===== config.mk =====
export PLATFORM = sky130hd
export DESIGN_NAME = wb_port_arbiter
export DESIGN_NICKNAME = d
export VERILOG_FILES = /design/src/rtl/wb_port_arbiter.sv
export SDC_FILE = /design/constraint.sdc
export NUM_CORES = 1
export LEC_CHECK = 0
export CORE_MARGIN = 2
export CORE_UTILIZATION = 41
export CTS_CLUSTER_DIAMETER = 200
export DETAILED_ROUTE_END_ITERATION = 8
export PLACE_DENSITY = 0.77
export SYNTH_ARGS = -nofsm -noshare
export SYNTH_HDL_FRONTEND = slang
export SYNTH_SLANG_ARGS = --single-unit

===== constraint.sdc =====
create_clock -name clk -period 2.55 [get_ports clk]
set_input_delay 0.51 -clock clk [delete_from_list [all_inputs] [get_ports clk]]
set_output_delay 0.51 -clock clk [all_outputs]
set_load 0.02 [all_outputs]

===== src/rtl/wb_port_arbiter.sv =====
// Register-file write-port arbiter: pipeline writeback has fixed priority; mul/div results queue in a FIFO.
// Optional build macro WB_BYPASS_EN lets a mul/div result write the RF in its accept cycle when the port is idle.
module wb_port_arbiter #(
    parameter int DATA_W     = 32,
    parameter int ADDR_W     = 5,
    parameter int DEPTH      = 2,
    parameter int STARVE_MAX = 4
) (
    input  logic              clk,
    input  logic              rst_n,
    input  logic              pipe_we,
    input  logic [ADDR_W-1:0] pipe_rd,
    input  logic [DATA_W-1:0] pipe_wd,
    input  logic              md_valid,
    output logic              md_ready,
    input  logic [ADDR_W-1:0] md_rd,
    input  logic [DATA_W-1:0] md_wd,
    output logic              rf_we,
    output logic [ADDR_W-1:0] rf_a3,
    output logic [DATA_W-1:0] rf_wd3,
    output logic              md_pending,
    output logic [ADDR_W-1:0] md_pend_rd,
    output logic              wb_stall_req
);
    localparam int PTR_W = $clog2(DEPTH);
    localparam int CNT_W = $clog2(DEPTH + 1);
    localparam int STV_W = $clog2(STARVE_MAX + 1);
    localparam logic [CNT_W-1:0] FULL_CNT = CNT_W'(DEPTH);
    localparam logic [STV_W-1:0] STV_SAT  = STV_W'(STARVE_MAX);

    logic [ADDR_W-1:0] fifo_rd [DEPTH];
    logic [DATA_W-1:0] fifo_wd [DEPTH];
    logic [PTR_W-1:0]  wr_ptr;
    logic [PTR_W-1:0]  rd_ptr;
    logic [CNT_W-1:0]  count;
    logic [STV_W-1:0]  starve_cnt;
    logic [STV_W-1:0]  starve_next;
    logic              pipe_slot_busy;
    logic              fifo_empty;
    logic              accept;
    logic              push;
    logic              pop;
    logic              bypass;

    assign pipe_slot_busy = pipe_we && (pipe_rd != '0);
    assign fifo_empty     = (count == '0);

    // md handshake: a result transfers on the rising edge where md_valid && md_ready; md_valid
    // may not depend on md_ready, and md_ready depends only on occupancy (never on a same-cycle pop).
    assign md_ready = rst_n && (count < FULL_CNT);
    assign accept   = md_valid && md_ready;
    assign pop      = rst_n && !pipe_slot_busy && !fifo_empty;

`ifdef WB_BYPASS_EN
    assign bypass = rst_n && fifo_empty && !pipe_slot_busy && md_valid && (md_rd != '0);
`else
    assign bypass = 1'b0;
`endif

    // x0 results are acknowledged but never stored.
    assign push = accept && (md_rd != '0) && !bypass;

    assign md_pending = !fifo_empty;
    assign md_pend_rd = fifo_empty ? '0 : fifo_rd[rd_ptr];

    always_comb begin
        rf_we  = 1'b0;
        rf_a3  = '0;
        rf_wd3 = '0;
        if (rst_n && pipe_slot_busy) begin
            rf_we  = 1'b1;
            rf_a3  = pipe_rd;
            rf_wd3 = pipe_wd;
        end else if (pop) begin
            rf_we  = 1'b1;
            rf_a3  = fifo_rd[rd_ptr];
            rf_wd3 = fifo_wd[rd_ptr];
        end else if (bypass) begin
            rf_we  = 1'b1;
            rf_a3  = md_rd;
            rf_wd3 = md_wd;
        end
    end

    always_ff @(posedge clk) begin
        if (push) begin
            fifo_rd[wr_ptr] <= md_rd;
            fifo_wd[wr_ptr] <= md_wd;
        end
    end

    always_ff @(posedge clk or negedge rst_n) begin
        if (!rst_n) begin
            wr_ptr <= '0;
            rd_ptr <= '0;
            count  <= '0;
        end else begin
            if (push) wr_ptr <= wr_ptr + 1'b1;
            if (pop)  rd_ptr <= rd_ptr + 1'b1;
            case ({push, pop})
                2'b10:   count <= count + 1'b1;
                2'b01:   count <= count - 1'b1;
                default: count <= count;
            endcase
        end
    end

    // Starvation counts only cycles where a queued result lost the port to the pipeline.
    always_comb begin
        starve_next = starve_cnt;
        if (pop || fifo_empty)
            starve_next = '0;
        else if (pipe_slot_busy && (starve_cnt != STV_SAT))
            starve_next = starve_cnt + 1'b1;
    end

    always_ff @(posedge clk or negedge rst_n) begin
        if (!rst_n) begin
            starve_cnt   <= '0;
            wb_stall_req <= 1'b0;
        end else begin
            starve_cnt   <= starve_next;
            wb_stall_req <= (starve_next == STV_SAT);
        end
    end

endmodule


==> metrics.cfg <==
[sta]
finalMaxSlewViolations=0
setup_slack_ps=-14.75
finalSetupViolCount=3
fin_crit_sh_pct=100.6
worst_slew_pin_slew_ps=448.5
slew_headroom_pct=69.78
hold_viol_final=0
grt_setup_unrepaired=yes
fmax_mhz=389.9
tns_ps=-30.55
skew_ps=4.830
min_period_ps=2565

[die]
pin_count=124
num_rows=33
core_area_um2=8299
initial_core_util_pct=42.70
fp.dieArea_um2=9402
dieHeight_um=96.97
die_w_um=96.97

[setup_path]
cp-start-kind=primary input
endpoint_kind=output port
cp_max_fo=5
crit_family=buffers and inverters
crit_type=in -> out
worstPathArrival_ps=2050
critical_path.cell_chain=buf_6 > or3_4 > o31ai_4 > buf_4 > nand3_4 > buf_12 > buf_16 > o2bb2ai_4 > buf_6
crit_path_max_incr_delay_ps=400
cp-startpoint=pipe_rd[1]
cp_slowest_cell=or3_4
crit_buf_inv=5
cp_common_cell=buf_6
cp_data_required_time_ps=2040
r2r_start=count[1]

[routing]
remaining_drc_errors=0
detail_route.vias_per_cell=5.209
antenna_left=0
drtIter0Drc=84
wirelength_um=9146
avgRoutedWirePerCell_um=18.94
vias=2516
firstDrtPassIters=4

[cts]
htree_levels=3
cts_max_path_buffers=2
root_buffer=clkbuf_8
cts-hold-fix-buffers=0
cts.clk_slew.worst_paths_ps=80
cts_buffers=9
cts_tree=yes
clock_latency_ps=340
clock_sinks=82

[yosys]
synth-seq-area-share_pct=68.36
synthSimpleGateAreaFrac_pct=4.379
avgSynthCellArea_um2=15.89
synth_mux_area_share_pct=11.02
ys_seq_elements=82
synth_top_family_by_area=multiplexers
synth_compound_area_share_pct=10.59
synth_xor_area_share_pct=1.483
synth-adder-area-share_pct=1.059
syn-cell-area_um2=3543
ys_warn_count=0
synthDistinctLibCells=29
syn_nets=304
syn_inst=223

[finish]
drive_gt1_share_pct=32.28
mostFrequentLayoutCell=clkdlybuf4s50_1
nNetsFinal=455
final_cells=483
most-common-layout-cells=clkdlybuf4s50_1, edfxtp_1, mux2i_1
syn_to_final_growth_pct=71.01
antennaDiodeCount=0
post-route-util_pct=73.01

[hold_path]
hold_class=in -> async

[global_routing]
grt_max_degree=26
antenna_found_initial=0
grt_pass1_wl_um=13160
track_usage_pct=17.97
grt_overflow_total=0
grt_pass1_vias=2674

[power]
p_total_uw=4767
powerDensity_nw_per_um2=786.8
power.leakage_uw=0.002243
vdd_drop_max_v=0.0004610

[place]
place.gp.congestion=0.8310
dp_slack_ps=-732.0
dp.final_hpwl_um=5757
dp.cells=458
port_buffers=123

[run_status]
failed_checks=setup timing
status=finished, violations left

[run]
drv_cap=0

==> Yosys cell counts, drive strengths merged <==
| master | count | area share [%] |
|---|---|---|
| o31ai | 1 | 0.60 |
| mux2i | 39 | 11 |
| o2bb2ai | 32 | 7.9 |
| o21ai | 1 | 0.14 |
| clkbuf | 3 | 0.60 |
| xnor2 | 5 | 1.2 |
| a21oi | 7 | 0.99 |
| nand2 | 11 | 1.2 |
| edfxtp | 74 | 63 |
| buf | 8 | 1.9 |
| ha | 3 | 1.1 |
| o311ai | 1 | 0.46 |
| clkinv | 1 | 0.11 |
| nor3 | 1 | 0.14 |
| nor4 | 1 | 0.18 |
| or4 | 1 | 0.21 |
| xor2 | 1 | 0.25 |
| inv | 5 | 0.53 |
| nor2 | 15 | 1.6 |
| or3 | 1 | 0.32 |
| o211ai | 1 | 0.21 |
| nand3 | 1 | 0.49 |
| dfrtp | 8 | 5.6 |
| and4b | 1 | 0.28 |
| o31a | 1 | 0.28 |
==> cell type report <==
type	count	area, um2
Sequential cell	82	2424
Fill cell	512	2240
Timing Repair Buffer	151	1628
Multi-Input combinational cell	124	1624
Tap cell	105	131.4
Clock buffer	9	123.9
Clock inverter	6	106.4
Inverter	6	22.52
==> final timing paths <==
path | to | slack [ps] | cells past startpoint
min in group clk | count[1] | 530 | 1
worst min-delay path | rd_ptr | 520 | 2
worst min register to register | count[1] | 530 | 1
worst max-delay path | rf_wd3[20] | -10 | 9
max in group asynchronous | rd_ptr | 1880 | 2
worst max register to register | count[1] | 540 | 9
==> state kept, by name, indices dropped and copies added (netlist names) <==
register	flops
fifo_rd	10
count	2
wr_ptr	1
fifo_wd	64
wb_stall_req	1
starve_cnt	3
rd_ptr	1
==> per-stage QoR <==
stage	hold slack, ps	area, um2
2_1_floorplan	214.4	3548
3_3_place_gp	478.5	5060
3_5_place_dp	509.2	5060
4_1_cts	506.3	5520
5_1_grt	507.0	6060
6_report	515.1	6060
==> metal layers <==
metal / track usage (%) / wire length, um
met5: 0 / 0
met4: 6.392 / 65
met3: 4.191 / 538
met2: 32.69 / 5061
met1: 20.58 / 3480
==> cells by family (layout without fill, tap and decap cells) <==
family,Yosys count,in the layout
AND/OR/NAND/NOR,32,32
XOR/XNOR,6,6
adder cells (fa/ha/maj),3,3
AO/OA/AOI/OAI,44,44
buffers and inverters,17,172
flip-flops,82,82
multiplexers,39,39
==> power by group <==
group          leakage, uW  switching [uW]  internal, uW
Combinational      0.00136            1030           913
Sequential        0.000773            95.0          1660
Clock             0.000113             434           640
Total              0.00224            1560          3210
==> what timing repair did <==
| action | 4_1_cts | 5_1_grt |
|---|---|---|
| setup buffers | 6 | 5 |
| endpoints found under the setup margin | 39 | 32 |
| gates cloned | 4 | 1 |
| resized for setup | 214 | 86 |
| pin swaps | 4 | 8 |
Power figures use the tool's default switching activity.
